### config.mk
export PLATFORM = sky130hd
export DESIGN_NAME = narrow_sat_flat
export DESIGN_NICKNAME = d
export VERILOG_FILES = /design/src/rtl/narrow_pkg.sv /design/src/rtl/narrow_sat_if.sv /design/src/rtl/narrow_fifo2.sv /design/src/rtl/narrow_sat.sv /design/src/flat_wrapper.sv
export SDC_FILE = /design/constraint.sdc
export NUM_CORES = 1
export LEC_CHECK = 0
export BUFFER_PORTS_ARGS = -buffer_cell sky130_fd_sc_hd__buf_2
export CAP_MARGIN = 20
export CORE_ASPECT_RATIO = 2
export CORE_MARGIN = 2
export CORE_UTILIZATION = 50
export DETAILED_ROUTE_END_ITERATION = 10
export PLACE_DENSITY = 0.84
export SYNTH_ARGS = -nofsm -noshare
export SYNTH_HDL_FRONTEND = slang
export SYNTH_SLANG_ARGS = --single-unit
### constraint.sdc
create_clock -name clk -period 2.78 [get_ports clk]
set_input_delay 0.278 -clock clk [delete_from_list [all_inputs] [get_ports clk]]
set_output_delay 0.278 -clock clk [all_outputs]
set_load 0.03 [all_outputs]
### src/rtl/narrow_pkg.sv
// Shared widths, byte saturation limits and the buffered {sat, byte} record
// for the 20-to-8-bit narrowing unit.
package narrow_pkg;
    localparam int W_WIDE      = 20;
    localparam int W_NARROW    = 8;
    localparam logic [W_NARROW-1:0] BYTE_MAX = 8'h7F;
    localparam logic [W_NARROW-1:0] BYTE_MIN = 8'h80;
    localparam int SAT_CNT_MAX = 255;

    typedef struct packed {
        logic                sat;
        logic [W_NARROW-1:0] data;
    } narrow_t;
endpackage

### src/rtl/narrow_sat_if.sv
// Producer/consumer handshake bundle around the narrowing unit.
interface narrow_sat_if;
    import narrow_pkg::*;

    logic signed [W_WIDE-1:0]   in_data;
    logic                       in_valid;
    logic                       in_ready;
    logic signed [W_NARROW-1:0] out_data;
    logic                       out_sat;
    logic                       out_valid;
    logic                       out_ready;

    modport master (
        output in_data, in_valid, out_ready,
        input  in_ready, out_data, out_sat, out_valid
    );

    modport slave (
        input  in_data, in_valid, out_ready,
        output in_ready, out_data, out_sat, out_valid
    );
endinterface

### src/rtl/narrow_fifo2.sv
// Two-entry FIFO with push/pop/occupancy; only the control state is reset,
// the storage is qualified by the occupancy count downstream.
module narrow_fifo2 #(
    parameter int WIDTH = 9
) (
    input  logic             clk,
    input  logic             rst,
    input  logic             push_i,
    input  logic [WIDTH-1:0] din_i,
    input  logic             pop_i,
    output logic [WIDTH-1:0] dout_o,
    output logic [1:0]       count_o
);
    logic [WIDTH-1:0] mem_q [2];
    logic             wr_ptr_q, rd_ptr_q;
    logic [1:0]       count_q, count_d;

    always_comb begin
        count_d = count_q;
        case ({push_i, pop_i})
            2'b10:   count_d = count_q + 2'd1;
            2'b01:   count_d = count_q - 2'd1;
            default: count_d = count_q;
        endcase
    end

    always_ff @(posedge clk or posedge rst) begin
        if (rst) begin
            wr_ptr_q <= 1'b0;
            rd_ptr_q <= 1'b0;
            count_q  <= 2'd0;
        end else begin
            if (push_i) wr_ptr_q <= ~wr_ptr_q;
            if (pop_i)  rd_ptr_q <= ~rd_ptr_q;
            count_q <= count_d;
        end
    end

    always_ff @(posedge clk) begin
        if (push_i) mem_q[wr_ptr_q] <= din_i;
    end

    assign dout_o  = mem_q[rd_ptr_q];
    assign count_o = count_q;
endmodule

### src/rtl/narrow_sat.sv
// Narrows signed 20-bit words to saturated signed bytes at accept time,
// buffers two results and counts saturated accepts (sticky at the maximum).
module narrow_sat
    import narrow_pkg::*;
(
    input  logic         clk,
    input  logic         rst,
    narrow_sat_if.slave  bus,
    input  logic         cnt_clr,
    output logic [7:0]   sat_count
);
    // A word fits when every bit from the byte sign bit upward agrees.
    function automatic narrow_t narrow_word(input logic signed [W_WIDE-1:0] w);
        narrow_t r;
        if ((&w[W_WIDE-1:W_NARROW-1]) || ~(|w[W_WIDE-1:W_NARROW-1])) begin
            r.sat  = 1'b0;
            r.data = w[W_NARROW-1:0];
        end else begin
            r.sat  = 1'b1;
            r.data = w[W_WIDE-1] ? BYTE_MIN : BYTE_MAX;
        end
        return r;
    endfunction

    logic [1:0] count;
    narrow_t    head, nw;
    logic       push, pop, in_ready, out_valid;
    logic [7:0] sat_cnt_q, sat_cnt_d;

    assign nw        = narrow_word(bus.in_data);
    assign in_ready  = (count != 2'd2) & ~rst;
    assign out_valid = (count != 2'd0);
    assign push      = bus.in_valid & in_ready;
    assign pop       = out_valid & bus.out_ready;

    narrow_fifo2 #(.WIDTH($bits(narrow_t))) u_fifo (
        .clk     (clk),
        .rst     (rst),
        .push_i  (push),
        .din_i   (nw),
        .pop_i   (pop),
        .dout_o  (head),
        .count_o (count)
    );

    assign bus.in_ready  = in_ready;
    assign bus.out_valid = out_valid;
    assign bus.out_data  = out_valid ? head.data : '0;
    assign bus.out_sat   = out_valid & head.sat;

    always_comb begin
        sat_cnt_d = sat_cnt_q;
        if (cnt_clr)
            sat_cnt_d = 8'd0;
        else if (push && nw.sat && (sat_cnt_q != 8'(SAT_CNT_MAX)))
            sat_cnt_d = sat_cnt_q + 8'd1;
    end

    always_ff @(posedge clk or posedge rst) begin
        if (rst) sat_cnt_q <= 8'd0;
        else     sat_cnt_q <= sat_cnt_d;
    end

    assign sat_count = sat_cnt_q;
endmodule

### src/flat_wrapper.sv
// flat-port wrapper written by rule: the top's interface ports become plain ports
module narrow_sat_flat import narrow_pkg::*;
  (clk, rst, cnt_clr, sat_count, bus_in_data, bus_in_valid, bus_out_ready, bus_in_ready, bus_out_data, bus_out_sat, bus_out_valid);
  narrow_sat_if bus_i ();
  input  logic clk;
  input  logic rst;
  input  logic cnt_clr;
  output logic [7:0] sat_count;
  input wire logic [$bits(bus_i.in_data)-1:0] bus_in_data;
  input wire logic [$bits(bus_i.in_valid)-1:0] bus_in_valid;
  input wire logic [$bits(bus_i.out_ready)-1:0] bus_out_ready;
  output wire logic [$bits(bus_i.in_ready)-1:0] bus_in_ready;
  output wire logic [$bits(bus_i.out_data)-1:0] bus_out_data;
  output wire logic [$bits(bus_i.out_sat)-1:0] bus_out_sat;
  output wire logic [$bits(bus_i.out_valid)-1:0] bus_out_valid;
  assign bus_i.in_data = bus_in_data;
  assign bus_i.in_valid = bus_in_valid;
  assign bus_i.out_ready = bus_out_ready;
  assign bus_in_ready = bus_i.in_ready;
  assign bus_out_data = bus_i.out_data;
  assign bus_out_sat = bus_i.out_sat;
  assign bus_out_valid = bus_i.out_valid;
  narrow_sat u_core (.clk(clk), .rst(rst), .bus(bus_i), .cnt_clr(cnt_clr), .sat_count(sat_count));
endmodule
==> results.yml, run 1 <==
outcome:
  status: "finished clean"
layout:
  num-nets-final: 206
  finalNonFillerCells: 209
  drive_above_1_share_pct: 31.1
  diodes: 0
  nFillCells: 233
  area_growth_pct: 21.6
critical_path:
  worstPathMaxFanout: 12
  critPathArrivalTime_ns: 2.44
  crit_chain: "ha_1 -> nand3_1 -> nor3_1 -> or4b_4 -> nor4_1 -> mux2_2"
  crit_path_start_kind: "register"
  slowest_delay_ns: 0.56
  worstPathRequired_ns: 2.95
  ff2ff_path_depth: 6
  cp_top_family: "simple AND/OR/NAND/NOR gates"
  critPathSlowestCell: "or4b_4"
  path_class: "register to register"
  cp.depth: 6
  crit_buf_inv: 0
  r2r_slack_ns: 0.51
  end_kind: "register"
timing:
  fin_crit_ns: 2.27
  hold_viol: 0
  worst_pin_slew_ns: 0.782
  min_period_over_period_pct: 81.5
  worst_slack_ns: 0.515
  final.setup_skew_ns: 0.0112
  drv_slew: 0
  fmax_mhz: 441
  fin_setup_tns_ns: 0
  relSlewSlack_pct: 47.6
  rsz0062_at_grt: "false"
  final-setup-viol-count: 0
routing:
  firstDrtPassIters: 4
  drt-total-wl_mm: 3.15
  via_per_inst: 5.66
  top_layer: "met4"
  wl_per_cell_um: 15.1
  antenna_left: 0
  route.met3.wl_um: 181
  drtIter0Drc: 52
  wl_met1_mm: 1.10
  route.met2.wl_mm: 1.77
  vias: 1182
  drc: 0
power:
  ir_drop_mv: 0.691
  powerDensity_nw_per_um2: 856
  leakage_nw: 0.813
cts:
  numCtsBuffers: 5
  cts_tree: "built"
  clk_latency_ns: 0.29
  cts-root-buf: "clkbuf_8"
  clkTransAtPathRegs_ns: 0.07
  clock-sinks: 30
  cts_htree_levels: 2
  cts-resized-gates: 0
  cts_setup_buffers: 0
  cts.path.max_buffers: 2
  hold_buffers: 0
die:
  start_util_pct: 52.6
  design.portCount: 44
  die_w_um: 42.2
  dieArea_um2: 3390
  die_h_um: 80.4
  rows: 27
  core_area_um2: 2770
logic_synthesis:
  netlist_instances: 133
  synth_top_area_share_pct: 37.1
  ys_seq_area_share_pct: 57.7
  ys_warn_count: 0
  synth_edf_count: 18
  avgSynthCellArea_um2: 11.0
  synth-main-ff-cell: "edfxtp_1"
  synth_area_leaders: "edfxtp_1 (37%), dfrtp_1 (21%), mux2i_1 (6.9%), nor2_1 (5.2%), inv_1 (3.6%)"
  synthDistinctLibCells: 27
  synth_top_area_cell: "edfxtp_1"
  synth_nets: 160
  synthArstFlopShare_pct: 40.0
  yosysMostFrequentCell: "nor2_1"
  synth_common_cells: "nor2_1 (20), edfxtp_1 (18), inv_1 (14)"
  synth_area_um2: 1460
  synth_seq_cells: 30
global_routing:
  grt_pass1_vias: 1148
  grt_pass1_wl_mm: 4.97
  antenna_found_initial: 0
  grt_max_degree: 13
  grt_remaining_overflow: 0
  grt_usage_pct: 20.1
place:
  port_buffers: 43
  dpl_worst_slack_ns: 0.550
  placed_cells: 201
  gp_congestion: 0.841
  place_hpwl_mm: 2.40
min_path:
  hold_class: "input port to asynchronous set/reset pin"
job:
  max_cap_violations: 0
==> sequential cells by signal, indices dropped and copies added, names as in the netlist <==
register and cells:
u_core.u_fifo.count_o 2, u_core.u_fifo.mem_q 18, u_core.u_fifo.wr_ptr_q 1, u_core.u_fifo.rd_ptr_q 1, u_core.sat_count 8
==> routing by layer <==
metal  vias to the layer above  global-route usage (%)
met5                         -                       0
met4                         0                    12.5
met3                         8                    6.07
met2                        48                    36.9
met1                       568                    18.3
li1                        558                       -
==> placed cells by master (no fill, tap or decap), types with 4 or more instances in the layout <==
master,n
nand3_1,5
mux2i_1,10
edfxtp_1,18
buf_2,43
inv_1,14
dfrtp_1,12
clkbuf_8,5
or3_1,4
nor2_1,20
nor4_1,4
a21oi_1,5
o21ai_0,10
==> area by class of cell <==
| type | count | area [um^2] | share of cell area (%) |
|---|---|---|---|
| repair buffers | 44 | 223 | 12.6 |
| inverters | 15 | 56.3 | 3.18 |
| clock inverters | 2 | 10.0 | 0.565 |
| multi-input cells | 83 | 534 | 30.1 |
| flip-flops and latches | 30 | 841 | 47.4 |
| clock buffers | 6 | 72.6 | 4.09 |
| well taps | 29 | 36.3 | 2.05 |
==> stage by stage <==
step	area [um^2]	total power, mW	hold slack [ns]	util (%)
after floorplan	1460	1.03	0.143	-
after global placement	1690	1.16	0.333	61.0
after detailed placement	1690	1.19	0.355	61.0
after CTS	1770	1.53	0.0495	64.0
after global routing	1770	1.59	0.0842	64.0
final	1770	1.52	0.0330	64.0
==> final timing paths <==
| path | start | end |
|---|---|---|
| worst min-delay path | rst | u_core.sat_count[5]$_DFFE_PP0P_ |
| worst max register to register | u_core.sat_count[0]$_DFFE_PP0P_ | u_core.sat_count[7]$_DFFE_PP0P_ |
| max in group asynchronous | rst | u_core.sat_count[2]$_DFFE_PP0P_ |
| worst min register to register | u_core.u_fifo.count_o[1]$_DFFE_PP0P_ | u_core.u_fifo.count_o[1]$_DFFE_PP0P_ |
| min in group clk | bus_in_data[19] | u_core.u_fifo.mem_q[1][7]$_DFFE_PP_ |
| worst max-delay path | u_core.sat_count[0]$_DFFE_PP0P_ | u_core.sat_count[7]$_DFFE_PP0P_ |
==> cell families (layout without fill, tap and decap cells) <==
group                      Yosys count  after routing  share of synthesized area [%]
DFF                                 30             30                           57.7
adders and majority gates            2              2                           1.72
xor gates and xnor gates             6              6                           3.61
AOI/OAI and AO/OA                   17             17                           7.04
buffers and inverters               20             67                           5.66
muxes                               12             12                           8.41
and+or+nand+nor                     46             46                           15.9
==> power breakdown <==
group          switching, mW  total (mW)  internal (mW)
Sequential            0.0765       0.622          0.546
Combinational          0.354       0.553          0.199
Clock                  0.169       0.342          0.173
No activity file was read; power rests on OpenSTA's default activity.
==> run 2: changes to the inputs <==
clock period = 2.3 ns   (was 2.78 ns; I/O delays follow)
==> results.yml, run 2 (synthesis gave the netlist of run 1 again) <==
critical_path:
  cp_top_family: "simple AND/OR/NAND/NOR gates"
  crit_path_start_kind: "register"
  crit_chain: "ha_1 -> nand3_1 -> nor3_1 -> or4b_4 -> nor4_1 -> mux2_2"
  r2r_slack_ns: 0.1
  end_kind: "register"
  crit_buf_inv: 0
  slowest_delay_ns: 0.56
  worstPathRequired_ns: 2.46
  critPathSlowestCell: "or4b_4"
  ff2ff_path_depth: 6
  path_class: "register to register"
  r2r-end: "u_core.sat_count[7]$_DFFE_PP0P_"
  critPathArrivalTime_ns: 2.37
  worstPathMaxFanout: 12
  reg2reg_from: "u_core.sat_count[0]$_DFFE_PP0P_"
layout:
  ff_latch_area_um2: 841
  nFillCells: 239
  area_growth_pct: 22.6
  diodes: 0
  drive_above_1_share_pct: 31.3
  final_cell_mix: "buf_2 (43), nor2_1 (20), edfxtp_1 (18)"
  regMostFlops: "u_core.u_fifo.mem_q"
  num-nets-final: 208
  mostFrequentLayoutCell: "buf_2"
  multi_input_area_um2: 534
  fin_util_pct: 64.5
  largest_reg_flops: 18
routing:
  firstDrtPassIters: 4
  drc: 0
  via_per_inst: 5.54
  wl_per_cell_um: 14.8
  vias: 1168
  drt-total-wl_mm: 3.12
  antenna_left: 0
  drtIter0Drc: 17
die:
  rows: 27
  start_util_pct: 52.6
  core_area_um2: 2770
  die_h_um: 80.4
  dieArea_um2: 3390
  design.portCount: 44
  die_w_um: 42.2
outcome:
  status: "finished with violations"
  violations: "hold timing"
timing:
  final-setup-viol-count: 0
  worst_pin_slew_ns: 0.546
  rsz0062_at_grt: "false"
  min_period_over_period_pct: 95.7
  drv_slew: 0
  hold_viol: 12
  relSlewSlack_pct: 63.3
  fin_setup_tns_ns: 0
  fin_crit_ns: 2.20
  final.setup_skew_ns: 0.00449
  fmax_mhz: 454
  whs_ns: -0.0111
global_routing:
  grt_max_degree: 13
  grt_pass1_wl_mm: 5.11
  antenna_found_initial: 0
  grt_pass1_vias: 1184
  grt_remaining_overflow: 0
  grt_busiest_layer: "met2"
  grt_usage_pct: 20.5
  grt_use_met2_pct: 38.2
  met1_usage_pct: 19.3
  grt_use_met3_pct: 5.62
place:
  gp_congestion: 0.813
  port_buffers: 43
  place_hpwl_mm: 2.39
job:
  max_cap_violations: 0
cts:
  hold_buffers: 0
  cts-root-buf: "clkbuf_8"
  cts-resized-gates: 0
  cts.path.max_buffers: 2
  clkTransAtPathRegs_ns: 0.06
  clock-sinks: 30
  cts_tree: "built"
  numCtsBuffers: 5
  cts_htree_levels: 2
  cts_setup_buffers: 0
  clk_latency_ns: 0.28
power:
  powerDensity_nw_per_um2: 1020
  leakage_nw: 0.822
  ir_drop_mv: 0.649
min_path:
  hold_class: "input port to asynchronous set/reset pin"
run 2: changes by cell type in the layout (fill, tap and decap cells not counted), sizes merged:
cell  delta
buf      +2
run 2: layout make-up:
type / count / share of cell area (%)
Clock buffer: 6 / 4.06
Clock inverter: 2 / 0.490
Inverter: 15 / 3.15
Multi-Input combinational cell: 83 / 29.9
Sequential cell: 30 / 47.1
Tap cell: 29 / 2.03
Timing Repair Buffer: 46 / 13.3
run 2: worst register-to-register path, stage by stage (launching register included):
cell	delay (ns)
dfrtp_1	0.42
ha_1	0.26
nand3_1	0.10
nor3_1	0.05
or4b_4	0.56
nor4_1	0.31
mux2_2	0.38
run 2: stage by stage:
stage                     setup slack (ns)  cell area (um^2)  std cells  power, mW
after floorplan                      0.148              1460        133       1.25
after global placement               0.231              1710        203       1.41
after detailed placement             0.144              1710        203       1.45
after CTS                            0.120              1790        211       1.84
after global routing                0.0387              1790        211       1.92
final                               0.0989              1790        211       1.82
run 2: metal layers:
metal | wire length, um | share of wire [%]
met5 | 0 | 0
met4 | 104 | 3.3
met3 | 173 | 5.5
met2 | 1800 | 58
met1 | 1050 | 34
run 2: how the worst max path moves through the flow:
stage	start	end	slack [ns]	cells after the start
3_5_place_dp	u_core.sat_count[0]$_DFFE_PP0P_	u_core.sat_count[7]$_DFFE_PP0P_	0.14	6
6_report	u_core.sat_count[0]$_DFFE_PP0P_	u_core.sat_count[7]$_DFFE_PP0P_	0.1	6
2_1_floorplan	u_core.sat_count[0]$_DFFE_PP0P_	u_core.sat_count[6]$_DFFE_PP0P_	0.15	7
3_3_place_gp	u_core.sat_count[0]$_DFFE_PP0P_	u_core.sat_count[7]$_DFFE_PP0P_	0.23	6
5_1_grt	u_core.sat_count[0]$_DFFE_PP0P_	u_core.sat_count[7]$_DFFE_PP0P_	0.04	6
4_1_cts	u_core.sat_count[0]$_DFFE_PP0P_	u_core.sat_count[7]$_DFFE_PP0P_	0.12	6
run 2: power by group:
group          internal, mW  switching (mW)  leakage [nW]  total (mW)
registers             0.659          0.0912         0.320       0.750
logic                 0.249           0.430         0.459       0.679
clock network         0.207           0.186        0.0426       0.393
==> run 3: changes to the inputs <==
clock period = 2.4 ns   (was 2.3 ns; I/O delays follow)
==> results.yml, run 3 (synthesis gave the netlist of run 1 again) <==
power:
  leakage_nw: 0.822
  comb_power_share_pct: 37.0
  powerDensity_nw_per_um2: 976
  power_frac_seq_pct: 41.1
  ir_drop_mv: 0.901
  p_sw_share_pct: 38.8
  p_clk_share_pct: 21.8
  p_sw_mw: 0.676
  p_int_mw: 1.07
timing:
  fmax_mhz: 449
  fin_setup_tns_ns: 0
  rsz0062_at_grt: "false"
  final-setup-viol-count: 0
  relSlewSlack_pct: 63.0
  whs_ns: -0.00161
  final.setup_skew_ns: 0.00531
  min_period_over_period_pct: 92.7
  drv_slew: 0
  fin_crit_ns: 2.22
  worst_pin_slew_ns: 0.554
  hold_viol: 1
cts:
  clkTransAtPathRegs_ns: 0.06
  cts_setup_buffers: 0
  numCtsBuffers: 5
  clock-sinks: 30
  cts.path.max_buffers: 2
  clk_latency_ns: 0.28
  cts_tree: "built"
  cts_htree_levels: 2
  cts-resized-gates: 0
  hold_buffers: 0
  cts-root-buf: "clkbuf_8"
global_routing:
  grt_usage_pct: 20.0
  grt_pass1_wl_mm: 4.92
  antenna_found_initial: 0
  grt_pass1_vias: 1144
  grt_remaining_overflow: 0
  grt_max_degree: 13
place:
  gp_congestion: 0.806
  placed_cells: 203
  place_hpwl_mm: 2.39
  port_buffers: 43
die:
  core_area_um2: 2770
  start_util_pct: 52.6
  dieArea_um2: 3390
  rows: 27
  design.portCount: 44
  die_h_um: 80.4
  die_w_um: 42.2
routing:
  drtIter0Drc: 50
  firstDrtPassIters: 5
  drc: 0
  wl_per_cell_um: 14.6
  via_per_inst: 5.63
  drt-total-wl_mm: 3.08
  vias: 1187
  antenna_left: 0
critical_path:
  worstPathMaxFanout: 12
  path_class: "register to register"
  end_kind: "register"
  reg2reg_from: "u_core.sat_count[0]$_DFFE_PP0P_"
  crit_start: "u_core.sat_count[0]$_DFFE_PP0P_"
  slowest_delay_ns: 0.57
  critPathArrivalTime_ns: 2.39
  crit_path_start_kind: "register"
  critPathSlowestCell: "or4b_4"
  crit_chain: "ha_1 -> nand3_1 -> nor3_1 -> or4b_4 -> nor4_1 -> mux2_2"
  worstPathRequired_ns: 2.57
layout:
  nFillCells: 222
  ff_latch_area_um2: 841
  area_growth_pct: 22.6
  largest_reg_flops: 18
  final_cell_mix: "buf_2 (43), nor2_1 (20), edfxtp_1 (18)"
  diodes: 0
  mostFrequentLayoutCell: "buf_2"
  finalNonFillerCells: 211
  drive_above_1_share_pct: 31.3
  regMostFlops: "u_core.u_fifo.mem_q"
  multi_input_area_um2: 534
  num-nets-final: 208
job:
  max_cap_violations: 0
outcome:
  status: "finished with violations"
  violations: "hold timing"
min_path:
  hold_class: "input port to asynchronous set/reset pin"
[run 3: cell counts in the layout (fill, tap and decap cells not counted)]
Identical to the previous run, type by type.
[run 3: path summary, 6_finish.rpt]
check,slack [ns],end,cells past startpoint
setup / recovery,0.18,u_core.sat_count[7]$_DFFE_PP0P_,6
hold reg to reg,0.56,u_core.u_fifo.count_o[0]$_DFFE_PP0P_,1
min in group clk,0.19,u_core.u_fifo.mem_q[1][7]$_DFFE_PP_,1
setup reg to reg,0.18,u_core.sat_count[7]$_DFFE_PP0P_,6
hold / removal,-0.002,u_core.sat_count[2]$_DFFE_PP0P_,2
max in group asynchronous,2.08,u_core.sat_count[7]$_DFFE_PP0P_,2
[run 3: final cells by class]
class,count,share of cell area [%]
repair buffers,46,13.3
inverters,15,3.15
well taps,29,2.03
flip-flops and latches,30,47.1
multi-input cells,83,29.9
clock buffers,6,4.06
clock inverters,2,0.490
[run 3: worst max-delay path, delay by kind of cell (launching register included)]
kind                       cells  cell delay [ns]
adders and majority gates      1             0.26
muxes                          1             0.37
and+or+nand+nor                4             1.06
DFF                            1             0.42
[run 3: metrics by stage]
| step | setup WS [ns] | cell area, um^2 | util [%] | power (mW) | hold WS, ns |
|---|---|---|---|---|---|
| after detailed placement | 0.242 | 1710 | 61.6 | 1.38 | 0.311 |
| after CTS | 0.187 | 1790 | 64.5 | 1.76 | 0.00817 |
| after global placement | 0.328 | 1710 | 61.6 | 1.36 | 0.295 |
| after floorplan | 0.248 | 1460 | - | 1.20 | 0.105 |
| after global routing | 0.136 | 1790 | 64.5 | 1.84 | 0.0379 |
| final | 0.175 | 1790 | 64.5 | 1.74 | -0.00161 |
[run 3: layer usage]
metal	vias to the layer above	wire, um	part of all wire [%]	global-route usage, %
met5	-	0	0	0
met4	0	80	2.6	11.3
met3	7	168	5.5	6.74
met2	48	1800	58	36.3
met1	566	1030	34	19.0
li1	566	-	-	-
[run 3: power groups by stage]
stage	registers [mW]	logic, mW	clock network, mW
5_1_grt	0.731	0.695	0.414
4_1_cts	0.720	0.653	0.390
2_1_floorplan	0.690	0.508	0
3_5_place_dp	0.730	0.651	0
3_3_place_gp	0.721	0.635	0
6_report	0.718	0.646	0.381
